--- src/rtl/ddr5_bank_responder.sv ---
// rtl/ddr5_bank_responder.sv - DDR5 bank-set device model: row/timing tracking, read/write bursts, violation flags
// Optional macro DDR5_RESP_VIOL_COUNT_EN adds a saturating viol_count output.
module ddr5_bank_responder #(
  parameter int NUM_BANKS = 4,
  parameter int BANK_W    = $clog2(NUM_BANKS),
  parameter int ROW_W     = 16,
  parameter int COL_W     = 10,
  parameter int DATA_W    = 32,
  parameter int TRCD      = 4,
  parameter int TRP       = 4,
  parameter int TRAS      = 8,
  parameter int TCL       = 5,
  parameter int TCWD      = 3,
  parameter int TBURST    = 4,
  parameter int TRFC      = 10
) (
  input  logic                 clock,
  input  logic                 reset,
  input  logic                 cmd_valid,
  input  logic [2:0]           cmd_op,
  input  logic [BANK_W-1:0]    cmd_bank,
  input  logic [ROW_W-1:0]     cmd_row,
  input  logic [COL_W-1:0]     cmd_col,
  output logic                 rd_valid,
  output logic [DATA_W-1:0]    rd_data,
  output logic                 wr_ready,
  input  logic                 wr_valid,
  input  logic [DATA_W-1:0]    wr_data,
  output logic                 wr_done,
  output logic [DATA_W-1:0]    wr_checksum,
  output logic [NUM_BANKS-1:0] bank_open,
  output logic                 viol_valid,
  output logic [2:0]           viol_code
`ifdef DDR5_RESP_VIOL_COUNT_EN
  ,output logic [15:0]         viol_count
`endif
);
  localparam logic [2:0] OP_ACT = 3'd1, OP_RD = 3'd2, OP_WR = 3'd3, OP_PRE = 3'd4, OP_REF = 3'd5;

  typedef enum logic [2:0] {B_IDLE, B_ACTIVATING, B_ACTIVE, B_PRECHARGING, B_REFRESHING} bank_st_t;
  typedef enum logic [2:0] {E_IDLE, E_RD_WAIT, E_RD_BURST, E_WR_WAIT, E_WR_BURST} eng_st_t;

  bank_st_t         bank_st [NUM_BANKS];
  bank_st_t         bank_st_n [NUM_BANKS];
  logic [ROW_W-1:0] open_row [NUM_BANKS];
  logic [ROW_W-1:0] open_row_n [NUM_BANKS];
  logic [7:0]       phase [NUM_BANKS];
  logic [7:0]       phase_n [NUM_BANKS];
  logic [7:0]       ras [NUM_BANKS];
  logic [7:0]       ras_n [NUM_BANKS];

  eng_st_t           eng_st, eng_st_n;
  logic [7:0]        cnt, cnt_n, beat, beat_n;
  logic [ROW_W-1:0]  lat_row;
  logic [COL_W-1:0]  lat_col;
  logic [BANK_W-1:0] lat_bank;
  logic [DATA_W-1:0] acc, acc_n, checksum_n, beat_data;
  logic [2:0]        code_q, viol_cmd;
  logic              act_ok, rd_ok, wr_ok, pre_ok, ref_ok, ref_clear, viol_dp;
  bank_st_t          sel_st;
  logic [7:0]        sel_ras;

  assign sel_st  = bank_st[cmd_bank];
  assign sel_ras = ras[cmd_bank];

  // Commands are judged against registered state only, so same-cycle expiries are not yet visible.
  always_comb begin
    ref_clear = (eng_st == E_IDLE);
    for (int i = 0; i < NUM_BANKS; i++)
      if (bank_st[i] != B_IDLE) ref_clear = 1'b0;
    viol_cmd = 3'd0;
    act_ok = 1'b0; rd_ok = 1'b0; wr_ok = 1'b0; pre_ok = 1'b0; ref_ok = 1'b0;
    if (cmd_valid) begin
      case (cmd_op)
        OP_ACT: if (sel_st == B_IDLE) act_ok = 1'b1; else viol_cmd = 3'd1;
        OP_RD, OP_WR: begin
          if (sel_st != B_ACTIVE) viol_cmd = 3'd2;
          else if (eng_st != E_IDLE) viol_cmd = 3'd5;
          else begin
            rd_ok = (cmd_op == OP_RD);
            wr_ok = (cmd_op == OP_WR);
          end
        end
        OP_PRE: begin
          if (sel_st == B_ACTIVE && sel_ras == 8'd0) pre_ok = 1'b1;
          else if (sel_st != B_IDLE) viol_cmd = 3'd3;
        end
        OP_REF: if (ref_clear) ref_ok = 1'b1; else viol_cmd = 3'd4;
        3'd6, 3'd7: viol_cmd = 3'd7;
        default: ;
      endcase
    end
  end

  // A bank leaves a timed state in the same update that its phase reaches 0.
  always_comb begin
    for (int i = 0; i < NUM_BANKS; i++) begin
      bank_st_n[i]  = bank_st[i];
      open_row_n[i] = open_row[i];
      phase_n[i]    = (phase[i] != 8'd0) ? phase[i] - 8'd1 : 8'd0;
      ras_n[i]      = (ras[i] != 8'd0) ? ras[i] - 8'd1 : 8'd0;
      case (bank_st[i])
        B_ACTIVATING:               if (phase[i] <= 8'd1) bank_st_n[i] = B_ACTIVE;
        B_PRECHARGING, B_REFRESHING: if (phase[i] <= 8'd1) bank_st_n[i] = B_IDLE;
        default: ;
      endcase
      if (act_ok && cmd_bank == BANK_W'(i)) begin
        open_row_n[i] = cmd_row;
        phase_n[i]    = 8'(TRCD - 1);
        ras_n[i]      = 8'(TRAS - 1);
        bank_st_n[i]  = (TRCD == 1) ? B_ACTIVE : B_ACTIVATING;
      end
      if (pre_ok && cmd_bank == BANK_W'(i)) begin
        phase_n[i]   = 8'(TRP - 1);
        bank_st_n[i] = (TRP == 1) ? B_IDLE : B_PRECHARGING;
      end
      if (ref_ok) begin
        phase_n[i]   = 8'(TRFC - 1);
        bank_st_n[i] = (TRFC == 1) ? B_IDLE : B_REFRESHING;
      end
    end
  end

  always_ff @(posedge clock) begin
    for (int i = 0; i < NUM_BANKS; i++) begin
      if (reset) begin
        bank_st[i]  <= B_IDLE;
        open_row[i] <= '0;
        phase[i]    <= '0;
        ras[i]      <= '0;
      end else begin
        bank_st[i]  <= bank_st_n[i];
        open_row[i] <= open_row_n[i];
        phase[i]    <= phase_n[i];
        ras[i]      <= ras_n[i];
      end
    end
  end

  assign beat_data = wr_valid ? wr_data : '0;

  always_comb begin
    eng_st_n   = eng_st;
    cnt_n      = cnt;
    beat_n     = beat;
    acc_n      = acc;
    checksum_n = wr_checksum;
    case (eng_st)
      E_IDLE: begin
        beat_n = 8'd0;
        if (rd_ok) begin
          eng_st_n = (TCL == 1) ? E_RD_BURST : E_RD_WAIT;
          cnt_n    = 8'(TCL - 1);
        end else if (wr_ok) begin
          eng_st_n = (TCWD == 1) ? E_WR_BURST : E_WR_WAIT;
          cnt_n    = 8'(TCWD - 1);
        end
      end
      E_RD_WAIT, E_WR_WAIT: begin
        if (cnt <= 8'd1) begin
          eng_st_n = (eng_st == E_RD_WAIT) ? E_RD_BURST : E_WR_BURST;
          cnt_n    = 8'd0;
        end else begin
          cnt_n = cnt - 8'd1;
        end
      end
      E_RD_BURST: begin
        if (beat == 8'(TBURST - 1)) eng_st_n = E_IDLE;
        else beat_n = beat + 8'd1;
      end
      E_WR_BURST: begin
        acc_n = ((beat == 8'd0) ? '0 : acc) ^ beat_data;
        if (beat == 8'(TBURST - 1)) begin
          eng_st_n   = E_IDLE;
          checksum_n = acc_n;
        end else begin
          beat_n = beat + 8'd1;
        end
      end
      default: eng_st_n = E_IDLE;
    endcase
  end

  always_ff @(posedge clock) begin
    if (reset) begin
      eng_st      <= E_IDLE;
      cnt         <= '0;
      beat        <= '0;
      acc         <= '0;
      wr_checksum <= '0;
      code_q      <= '0;
      lat_row     <= '0;
      lat_col     <= '0;
      lat_bank    <= '0;
    end else begin
      eng_st      <= eng_st_n;
      cnt         <= cnt_n;
      beat        <= beat_n;
      acc         <= acc_n;
      wr_checksum <= checksum_n;
      if (viol_valid) code_q <= viol_code;
      if (rd_ok) begin
        lat_row  <= open_row[cmd_bank];
        lat_col  <= cmd_col;
        lat_bank <= cmd_bank;
      end
    end
  end

  assign rd_valid = (eng_st == E_RD_BURST);
  assign rd_data  = rd_valid ? DATA_W'({16'(lat_row), 10'(lat_col), 3'(lat_bank), beat[2:0]}) : '0;
  assign wr_ready = (eng_st == E_WR_BURST);
  assign wr_done  = wr_ready && (beat == 8'(TBURST - 1));
  assign viol_dp  = wr_ready && !wr_valid;

  // Command violations take priority over the data-path missing-beat code.
  assign viol_valid = !reset && ((viol_cmd != 3'd0) || viol_dp);
  assign viol_code  = (viol_cmd != 3'd0) ? viol_cmd : (viol_dp ? 3'd6 : code_q);

  always_comb begin
    bank_open = '0;
    for (int i = 0; i < NUM_BANKS; i++) bank_open[i] = (bank_st[i] == B_ACTIVE);
  end

`ifdef DDR5_RESP_VIOL_COUNT_EN
  always_ff @(posedge clock) begin
    if (reset) viol_count <= '0;
    else if (viol_valid && viol_count != 16'hFFFF) viol_count <= viol_count + 16'd1;
  end
`endif
endmodule

--- config.mk ---
export PLATFORM = sky130hd
export DESIGN_NAME = ddr5_bank_responder
export DESIGN_NICKNAME = d
export VERILOG_FILES = /design/src/rtl/ddr5_bank_responder.sv
export SDC_FILE = /design/constraint.sdc
export NUM_CORES = 1
export LEC_CHECK = 0
export CAP_MARGIN = 10
export CORE_MARGIN = 5
export CORE_UTILIZATION = 60
export DETAILED_ROUTE_END_ITERATION = 16
export GPL_ROUTABILITY_DRIVEN = 0
export PLACE_DENSITY = 0.89
export SLEW_MARGIN = 30
export SYNTH_ARGS = -nofsm -noshare
export SYNTH_HDL_FRONTEND = slang
export SYNTH_SLANG_ARGS = --single-unit
export TNS_END_PERCENT = 30
--- constraint.sdc ---
create_clock -name clock -period 6.22 [get_ports clock]
set_input_delay 0.933 -clock clock [delete_from_list [all_inputs] [get_ports clock]]
set_output_delay 0.933 -clock clock [all_outputs]
set_load 0.01 [all_outputs]
* Word level (Yosys, flattened, before mapping) *
Memory sizes are Yosys's and may differ from the RTL's. A register that Yosys moved wholly into a read port is not among the register bits.
Cells that the tools add are included.

cells by class
  equal/unequal tests = 41
  add/subtract/negate cells = 10
  bitwise operators = 17
  reductions and logical operators = 53
  $lt $le $gt $ge = 5
  mux-type cells = 117

operators by type and width
  cell                                                                               number
  8-bit 2-to-1 mux                                                                   36
  16-bit 2-to-1 mux                                                                  8
  3-bit 2-to-1 mux                                                                   35
  32-bit 2-to-1 mux                                                                  3
  8-bit by 1-bit subtractor with 8-bit output (second input constant)                9
  8-bit nonzero test                                                                 8
  8-bit by 1-bit less-or-equal comparator with 1-bit output (second input constant)  5
  3-bit by 2-bit == test with 1-bit output (second input constant)                   13
  8-bit case mux with 2 select lines                                                 2
  32-bit bitwise XOR                                                                 1
  3-bit == test (second input constant)                                              9
  1-bit 2-to-1 mux                                                                   25
  3-bit case mux with 2 select lines                                                 4
  3-bit nonzero test                                                                 7
  3-bit by 1-bit == test with 1-bit output (second input constant)                   6
  8-bit logical NOT                                                                  2
  1-bit OR                                                                           16
  2-bit OR reduction                                                                 8
  3-bit case mux with 5 select lines                                                 1
  2-bit AND reduction                                                                7
  1-bit logical AND                                                                  12
  3-bit case mux with 3 select lines                                                 1
  8-bit by 1-bit adder with 8-bit output (second input constant)                     1
  8-bit by 2-bit == test with 1-bit output (second input constant)                   1
  other kinds (14)                                                                   23

word-level totals
  logic and storage cells = 255
  memory bits (writable) = 140
  bits of input ports = 67
  memories = 4
  bits in registers = 98
  output and inout port bits = 75

memories
  memory    words  width  read ports  clocked after Yosys merged registers in  wr ports  RTL line  RTL
  open_row  4      16     1           1                                        4         45        logic [ROW_W-1:0] open_row [NUM_BANKS];
  phase     4      8      4           0                                        4         47        logic [7:0] phase [NUM_BANKS];
  ras       4      8      5           0                                        4         49        logic [7:0] ras [NUM_BANKS];
  bank_st   4      3      5           0                                        4         43        bank_st_t bank_st [NUM_BANKS];

* Longest topological paths before layout *
Gate-level depths: netlist of run 1.
An unclocked memory read counts as a cell.

  depth in word-level cells = 12
  mapped depth = 9
  mapped depth without buffers = 8

* Least setup slack after synthesis of run 1 *
Ideal clock, no wire load.

  path type = input to register
  start = in cmd_bank[0]
  end = mem open_row[3][0], enable pin
  setup time = 0.411 ns
  slack = 2.576 ns
  data arrival time = 3.233 ns
  cell stages on the path = 5
  cell sequence = buf_2 -> mux4_2 -> nand3b_4 -> buf_4 -> o21ai_0

RTL lines
  what             RTL line  RTL
  start, declared  21        input logic [BANK_W-1:0] cmd_bank,
  end, declared    45

* Worst setup path after layout of run 1 *
  start = in cmd_bank[0]
  end = out viol_code[2]

between the ends
  cells in the longest elaborated chain, start to end = 8
  elaborated cells between the ends (all ways) = 16
  classes of those cells = eq/ne (2); mux (7); reduce/logical (5); memory (2)

RTL lines
  what                                                   RTL line  RTL
  memory 4 x 8 bit or memory 4 x 3 bit (tied branches)   n/a
  8-bit logical NOT (tied with other cells)              85        if (sel_st == B_ACTIVE && sel_ras == 8'd0) pre_ok = 1'b1;
  1-bit logical AND or 2-bit 2-to-1 mux (tied branches)  85, 86
  2-bit 2-to-1 mux                                       85
  3-bit case mux with 5 select lines (*)                 74        case (cmd_op)
  3-bit 2-to-1 mux (*)                                   73        if (cmd_valid) begin
  3-bit nonzero test                                     218       assign viol_code = (viol_cmd != 3'd0) ? viol_cmd : (viol_dp ? 3'd6 : code_q);
  3-bit 2-to-1 mux (*)                                   218
  end, declared                                          33        output logic [2:0] viol_code

Mark *: on every way between the ends. The rest lies on a longest branch, timed or not.

==> results of run 1 <==
## cell type report
cell class | instances | area, µm² | area share [%]
sequential | 254 | 5730 | 40.4
timing repair buffer | 152 | 1490 | 10.5
antenna | 2 | 5.00 | 0.0353
inverter | 31 | 118 | 0.830
multi-input combinational | 916 | 5660 | 39.9
tap | 265 | 332 | 2.34
clock inverter | 3 | 30.0 | 0.212
clock buffer | 43 | 806 | 5.69
## synth_stat cells (10+ instances only)
cell type | n | area, µm²
a211oi_1 | 66 | 495
a21oi_1 | 67 | 335
and2_1 | 54 | 338
and3_1 | 51 | 319
buf_2 | 10 | 50.1
clkbuf_1 | 49 | 184
dfxtp_1 | 190 | 3800
edfxtp_1 | 64 | 1920
ha_1 | 20 | 250
inv_1 | 30 | 113
mux4_2 | 18 | 405
nand2_1 | 178 | 668
nand2b_1 | 13 | 81.3
nand3_1 | 20 | 100
nor2_1 | 156 | 586
nor3_1 | 39 | 195
nor4_1 | 14 | 87.6
o21ai_0 | 35 | 175
o31ai_1 | 11 | 82.6
xnor2_1 | 56 | 490
xor2_1 | 19 | 166
## logic make-up (layout without fill, tap and decap cells)
logic type | after synthesis | count (layout)
muxes | 23 | 23
DFF | 254 | 254
xor gates and xnor gates | 75 | 75
adders and majority gates | 20 | 20
other | 1 | 3
buffers and inverters | 102 | 229
AOI/OAI and AO/OA | 227 | 227
and+or+nand+nor | 570 | 570
## placed cells by master, fill, tap and decap left out, types with 51 or more instances in the layout
cell             instances
a211oi_1                66
a21oi_1                 67
and2_1                  54
and3_1                  51
clkdlybuf4s50_1        139
dfxtp_1                190
edfxtp_1                64
nand2_1                178
nor2_1                 154
xnor2_1                 56
## critical path: stages
cell and delay [ns]:
clkdlybuf4s50_1 0.59, buf_4 0.34, and2_1 0.26, o21ai_1 0.17, nand4b_1 0.22, o211ai_1 0.41, a31oi_1 0.20, a22oi_1 0.19
clkdlybuf4s50_1 0.63
## stage by stage
stage               total power [mW]  setup WS, ns  instances  cell area [µm²]
floorplan                       2.82          2.58       1272            11800
global route                    4.82          1.15       1666            14200
finish                          4.58          1.34       1666            14200
CTS                             4.58          1.42       1664            14100
detailed placement              3.08          1.46       1618            13300
global placement                3.02          1.53       1618            13300
## flip-flops by register name (all words and copies together) (netlist names), 8 cells and up
| register | cells |
|---|---|
| acc | 32 |
| bank_st | 12 |
| beat | 8 |
| cnt | 8 |
| lat_col | 10 |
| lat_row | 16 |
| open_row | 64 |
| phase | 32 |
| ras | 32 |
| wr_checksum | 32 |
## routing by layer
layer  track usage, %  share of wire (%)
met2             44.0                 50
met5                0                  0
met4             6.77                2.3
met1             31.3                 41
met3             3.97                7.0
## final timing paths
check	startpoint	end	depth (start not counted)
max	cmd_bank[0]	viol_code[2]	9
min	lat_row[12]	lat_row[12]	2
max reg2reg	ras[1][5]	phase[1][2]	6
min reg2reg	lat_row[12]	lat_row[12]	2
## power groups by stage
stage | logic, mW | clock network (mW) | registers [mW]
2_1_floorplan | 0.821 | 0 | 2.00
5_1_grt | 1.20 | 1.59 | 2.03
3_5_place_dp | 1.04 | 0 | 2.03
4_1_cts | 1.07 | 1.51 | 2.00
3_3_place_gp | 0.998 | 0 | 2.02
6_report | 1.07 | 1.50 | 2.01
==> metrics.txt, run 1 <==
boundary pin count=142; clk_lat worst skew=0.54 ns; Pleak=5.22 nW; EDFF count, synth=64; total die area=22500 µm²; post-synth net total=1359; final setup fails=0; Layout Nets=1468; CTS tree=yes; clk sinks=254; status=complete, no violations; Logic pwr share=23.4%; CTS root buf=clkbuf_16; crit end category=output port; Int Power=3.21 mW; clock power share=32.7%; WL/cell=16.9 µm; Tightest Pin Transition=0.827 ns; Max-Cap Viols=0; Post-Route WL=28200 µm; clk_skew=0.0279 ns; mux share of post-synthesis cell area=3.88%; clock-pin slew on the worst setup and hold paths=0.06 ns; Starting Density=60.7%; first drt pass iteration count=5; CP required=5.29 ns; Final ANT Viol Nets=0; number of synthesized register bits=254; H-tree depth reported by CTS=1; fin. max-slew vios=0; via total after detailed routing=9669; switching pwr=1.37 mW; combinational family with the most area after synthesis=simple AND/OR/NAND/NOR gates; WHS=0.447 ns; Post-DP HPWL=18400 µm; grt ovf=0; core box area=19400 µm²; part of the Yosys area used for sequential elements=48.6%; Hold WC Path Type=register to register; Mapped Cells=1272; area grow syn2layout=20.3%; global-route wire length before repair=45700 µm; Pwr Density=323 nW/µm²; Net Sw Frac=29.9%; Die W=150 µm; relative slew slack=44.4%; Final Hold Fails=0; crit path max fanout=20; flop2flop setup slack=3.48 ns; maximum root-to-sink buffer count=3; initial antenna violation count=2; Core Util, Final=73.0%; PortBufs=140; Via density=5.80; type of origin of the critical path=input port; largest net degree at the start of global routing=109; Final Critical Period=4.88 ns; fmax=205 MHz; initial DRC count=757; Simple-Gate Fraction of Synth Area=23.2%; synth warn=0; Total GRT Usage=24.8%; Async SR Flop Fraction=0%; period utilisation layout=78.5%; row cnt=51; Unique masters post-synth=73; post-synthesis xor/xnor area fraction=5.58%; Top FF cell, synth=dfxtp_1; CP Class=input port to output port; TritonCTS Buffers=26; Chip Height=150 µm; CP arrival=3.95 ns; Adder-Cell Fraction of Synth Area=2.13%; Post-Syn Area=11800 µm²; cts repair resizes=0; vias in the first global route=9267; setup_tns=0 ns; share of cells above drive strength 1=6.65%; filler instances=1374; Post-CTS Hold Fix Bufs=0; DRC Markers=0; unrepaired setup endpoints after global routing=no; Syn Area/Cell=9.26 µm²; compound-gate portion of the synthesized area=13.0%; post-CTS setup buffer count=0; worst vdd ir=0.230 mV; sequential share of power=43.9%
(Power assumes the default switching activity.)
==> inputs of run 2 (changes only) <==
Settings changed: CORE_UTILIZATION 60 to 51, PLACE_DENSITY 0.89 to 0.81.
Clock period 6.22 ns to 4.45 ns, I/O delays scaled along.
==> run 2 against run 1 <==
Effect of this change:
- sequential share of layout area shrank 0.20 points
- total power grew 41%
- register-to-register slack lost 1.7 ns
- global-route usage shrank 4.5 points
- cell count grew 1.6%
- highest routed layer is now met5
- core utilization shrank 10 points
- worst hold slack lost 0.0012 ns
- critical path depth shrank 2
- first-iteration DRC count shrank 2.9%
- clock power grew 46%
- critical endpoint is now viol_code[0]
- routed wire length shrank 3.1%
==> metrics.txt, run 2 (synthesis results as in run 1) <==
relative slew slack=37.6% (-6.8 points); Max-Cap Viols=0 (unchanged); PortBufs=140 (unchanged); Post-DP HPWL=18300 µm (-0.45%); clk sinks=254 (unchanged); Reg-to-Reg Start=bank_st[3][1]; Post-Route WL=27400 µm (-3.1%); setup_tns=0 ns (unchanged); filler instances=1845 (+34%); Pwr Total=6.45 mW (+41%); clock power share=33.9% (+1.2 points); Via density=5.61 (-3.3%); initial DRC count=735 (-2.9%); most frequent cells in the layout=190 x dfxtp_1, 178 x nand2_1, 154 x nor2_1; CP required=3.78 ns (-1.51 ns); cts repair resizes=0 (unchanged); CP arrival=3.46 ns (-0.49 ns); Reg2Reg Capture Point=open_row[0][10]; largest register by flop count=open_row; post-CTS setup buffer count=0 (unchanged); Reg2Reg Depth=4 (-2); CP Class=input port to output port; share of cells above drive strength 1=6.96% (+0.31 points); global-route wire length before repair=45000 µm (-1.6%); period utilisation layout=92.8%; Layout Nets=1475 (+0.48%); crit end category=output port; initial antenna violation count=2 (unchanged); WL/cell=16.2 µm (-4.6%); area grow syn2layout=20.9%; Pleak=5.25 nW (+0.56%); final setup fails=0 (unchanged); worst vdd ir=0.358 mV (+56%); most common cell after layout, fill and taps aside=dfxtp_1; Die W=162 µm (+7.9%); core box area=22700 µm² (+17%); maximum root-to-sink buffer count=3 (unchanged); clock-pin slew on the worst setup and hold paths=0.06 ns (about the same); Largest register FFs=64 (unchanged); Post-CTS Hold Fix Bufs=0 (unchanged); Final Critical Period=4.13 ns; Total GRT Usage=20.3% (-4.5 points); clk_skew=0.0164 ns (-0.0114 ns); grt ovf=0 (unchanged); CTS tree=yes; CTS root buf=clkbuf_16; switching pwr=1.91 mW (+39%); placed cell area=13400 µm² (+0.40%); fin. max-slew vios=0 (unchanged); TritonCTS Buffers=28 (+7.7%); largest net degree at the start of global routing=87 (-20%); fmax=242 MHz; total die area=26200 µm² (+16%); Critical path origin=cmd_bank[0]; H-tree depth reported by CTS=1 (unchanged); flop2flop setup slack=1.75 ns (-1.73 ns); hold depth=2 (unchanged); first drt pass iteration count=5 (unchanged); Final ANT Viol Nets=0 (unchanged); status=complete, no violations; antenna diode count=0 (-2); Pwr Density=453 nW/µm² (+40%); Starting Density=51.8% (-8.8 points); type of origin of the critical path=input port; Logic pwr share=22.7% (-0.7 points); crit path max fanout=8 (-60%); boundary pin count=142 (unchanged); Tightest Pin Transition=0.937 ns (+0.110 ns); Final Hold Fails=0 (unchanged); Net Sw Frac=29.6% (-0.34 points); clk_lat worst skew=0.54 ns (about the same); row cnt=55 (+7.8%); HP Start=lat_bank[1]; Core Util, Final=62.7% (-10 points); Hold EP=lat_bank[1]; Chip Height=162 µm (+7.9%); Hold WC Path Type=register to register; Int Power=4.54 mW (+42%); vias in the first global route=8961 (-3.3%); DRC Markers=0 (unchanged); via total after detailed routing=9506 (-1.7%); sequential share of power=43.4% (-0.5 points); unrepaired setup endpoints after global routing=no; post-route cell area=14200 µm² (+0.49%)
## run 2: cell count changes in the layout (fill, tap and decap cells not counted), moves of 2 or more
cell and change:
buf_4 +6, clkbuf_8 -6, clkinv_1 +5, clkbuf_16 +3, clkinv_2 +3, diode_2 -2, nor3_2 +2, nor3_4 -2
## run 2: cell type report
type,instances,area [µm²],area share [%]
flip-flops and latches,254,5730,40.2
multi-input cells,916,5640,39.6
repair buffers,157,1530,10.7
clock buffers,38,790,5.55
well taps,285,357,2.51
inverters,31,116,0.817
clock inverters,12,81.3,0.571
## run 2: through the flow
step	hold slack (ns)	setup WS [ns]	std cells
2_1_floorplan	0.427	1.07	1272
3_3_place_gp	0.434	0.401	1643
3_5_place_dp	0.442	0.334	1643
4_1_cts	0.448	0.329	1693
5_1_grt	0.466	0.123	1693
6_report	0.446	0.322	1693
## run 2: critical path, cell delays in order
cell and delay, ns:
clkdlybuf4s50_1 0.68, mux4_2 0.63, nand2_1 0.17, o311a_1 0.29, nor2b_1 0.28, a31o_2 0.19, clkdlybuf4s50_1 0.56
## run 2: worst max path at each step
stage / end / slack [ns] / depth (start not counted)
after floorplan: open_row[3][0] / 1.07 / 5
after global placement: viol_code[0] / 0.40 / 7
after detailed placement: viol_code[0] / 0.33 / 7
after CTS: viol_code[0] / 0.33 / 7
after global routing: viol_code[2] / 0.12 / 7
final: viol_code[0] / 0.32 / 7
## run 2: power by group through the flow
stage	Sequential [mW]	Clock, mW	Combinational, mW
after floorplan	2.79	0	1.15
after global placement	2.83	0	1.41
after detailed placement	2.84	0	1.45
after CTS	2.80	2.22	1.47
after global routing	2.83	2.31	1.66
final	2.80	2.19	1.47
## run 2: routing by layer
layer | track usage [%] | vias to the layer above | wire [µm]
li1 | - | 4695 | -
met1 | 27.3 | 4511 | 12200
met2 | 34.6 | 247 | 13200
met3 | 3.30 | 49 | 1430
met4 | 4.88 | 4 | 529
met5 | 0 | - | 18
==> inputs of run 3 (changes only) <==
Settings changed: CORE_UTILIZATION 51 to 50, PLACE_DENSITY 0.81 to 0.77, SKIP_LAST_GASP set to 1.
Clock period 4.45 ns to 4.87 ns, I/O delays scaled along.
==> run 3 against run 2 <==
Effect of this change:
- worst hold slack worse by 0.00095 ns
- die area rose by 1.9%
- cell count up 1.9%
- flip-flop and latch count did not move
- cell area increased by 0.57%
- via count shrank 0.62%
- routed wire length increased by 0.92%
- combinational power decreased by 8%
- clock skew rose by 0.0021 ns
- register-to-register slack better by 0.42 ns
- highest routed layer unchanged
==> metrics.txt, run 3 (synthesis results as in run 1) <==
via total after detailed routing=9447 (-0.62%); fin. max-slew vios=0 (unchanged); Tightest Pin Transition=0.969 ns (+0.0321 ns); vias in the first global route=8969 (+0.089%); Final Hold Fails=0 (unchanged); type of origin of the critical path=input port; Die W=163 µm (+0.94%); share of cells above drive strength 1=7.33% (+0.37 points); DRC Markers=0 (unchanged); largest register by flop count=open_row; boundary pin count=142 (unchanged); placed cell area=13400 µm² (+0.29%); area grow syn2layout=21.6%; most frequent cells in the layout=190 x dfxtp_1, 178 x nand2_1, 154 x nor2_1; crit path max fanout=13 (+5); CP required=4.14 ns (+0.36 ns); PortBufs=140 (unchanged); antenna diode count=0 (unchanged); Layout Nets=1473 (-0.14%); Post-Place Cells=1676 (+2.0%); Starting Density=50.5% (-1.4 points); Max-Cap Viols=0 (unchanged); CP arrival=3.63 ns (+0.17 ns); clock-pin slew on the worst setup and hold paths=0.06 ns (about the same); CTS tree=yes; Post-Route WL=27600 µm (+0.92%); CTS root buf=clkbuf_16; post-route cell area=14300 µm² (+0.57%); crit end category=output port; core box area=23300 µm² (+2.7%); relative slew slack=35.1% (-2.5 points); initial DRC count=655 (-11%); clk_lat worst skew=0.54 ns (about the same); status=complete, no violations; WHS=0.445 ns (-0.000952 ns); unrepaired setup endpoints after global routing=no; largest net degree at the start of global routing=66 (-24%); Largest register FFs=64 (unchanged); TritonCTS Buffers=27 (-3.6%); global-route wire length before repair=44300 µm (-1.6%); Total GRT Usage=19.9% (-0.38 points); Final Non-Filler Cells=1725 (+1.9%); period utilisation layout=89.6%; filler instances=1956 (+6.0%); total die area=26700 µm² (+1.9%); most common cell after layout, fill and taps aside=dfxtp_1; Chip Height=163 µm (+0.94%); final setup fails=0 (unchanged); first drt pass iteration count=4 (-1); maximum root-to-sink buffer count=3 (unchanged); Post-DP HPWL=18600 µm (+1.4%); Via density=5.48 (-2.5%); grt ovf=0 (unchanged); clk_skew=0.0185 ns (+0.00211 ns); cts repair resizes=0 (unchanged); post-CTS setup buffer count=0 (unchanged); fmax=229 MHz; H-tree depth reported by CTS=1 (unchanged); Post-CTS Hold Fix Bufs=0 (unchanged); clk sinks=254 (unchanged); Final Critical Period=4.36 ns; Hold WC Path Type=register to register; CP Class=input port to output port; worst vdd ir=0.399 mV (+11%); row cnt=56 (+1.8%); setup_tns=0 ns (unchanged); initial antenna violation count=2 (unchanged); Pleak=5.28 nW (+0.49%); WL/cell=16.0 µm (-0.95%); Final ANT Viol Nets=0 (unchanged); Pwr Density=417 nW/µm² (-7.9%)
run 3: cell types whose count changed in the layout (fill, tap and decap cells not counted), sizes merged:
| cell | change |
|---|---|
| clkbuf | -4 |
| bufinv | +2 |
| buf | -1 |
| inv | +1 |
run 3: final timing paths:
| path | start | to | slack [ns] | depth (start not counted) |
|---|---|---|---|---|
| setup / recovery | cmd_bank[1] | viol_code[2] | 0.51 | 9 |
| hold / removal | lat_col[5] | lat_col[5] | 0.45 | 2 |
| setup reg to reg | bank_st[3][1] | open_row[2][7] | 2.17 | 4 |
| hold reg to reg | lat_col[5] | lat_col[5] | 0.45 | 2 |
run 3: final cells by class:
cell class | instances | area (µm²) | area share [%]
Clock buffer | 34 | 752 | 5.25
Clock inverter | 15 | 155 | 1.08
Sequential cell | 254 | 5730 | 40.0
Inverter | 31 | 116 | 0.813
Timing Repair Buffer | 156 | 1520 | 10.6
Tap cell | 319 | 399 | 2.79
Multi-Input combinational cell | 916 | 5650 | 39.5
run 3: routing by layer:
layer	global-route usage, %	up-vias	wire (µm)
li1	-	4697	-
met3	3.66	54	1800
met4	4.35	4	583
met1	26.7	4426	12200
met5	0	-	33
met2	33.8	266	13000
run 3: power breakdown:
group / internal [mW] / switching (mW)
registers: 2.37 / 0.183
logic: 0.602 / 0.746
clock network: 1.25 / 0.826
run 3: worst max-delay path: stages:
cell and delay [ns]:
clkdlybuf4s50_1 0.59, buf_4 0.24, nand2b_1 0.33, a21oi_1 0.06, nand4b_1 0.26, o211ai_1 0.36, a31oi_1 0.20, a22oi_1 0.22
clkdlybuf4s50_1 0.63
run 3: metrics by stage:
stage	worst slack [ns]	utilization, %	total power [mW]
4_1_cts	0.555	61.3	6.01
2_1_floorplan	1.43	-	3.60
6_report	0.507	61.4	5.98
3_3_place_gp	0.652	57.4	3.88
5_1_grt	0.362	61.4	6.32
3_5_place_dp	0.549	57.4	3.93
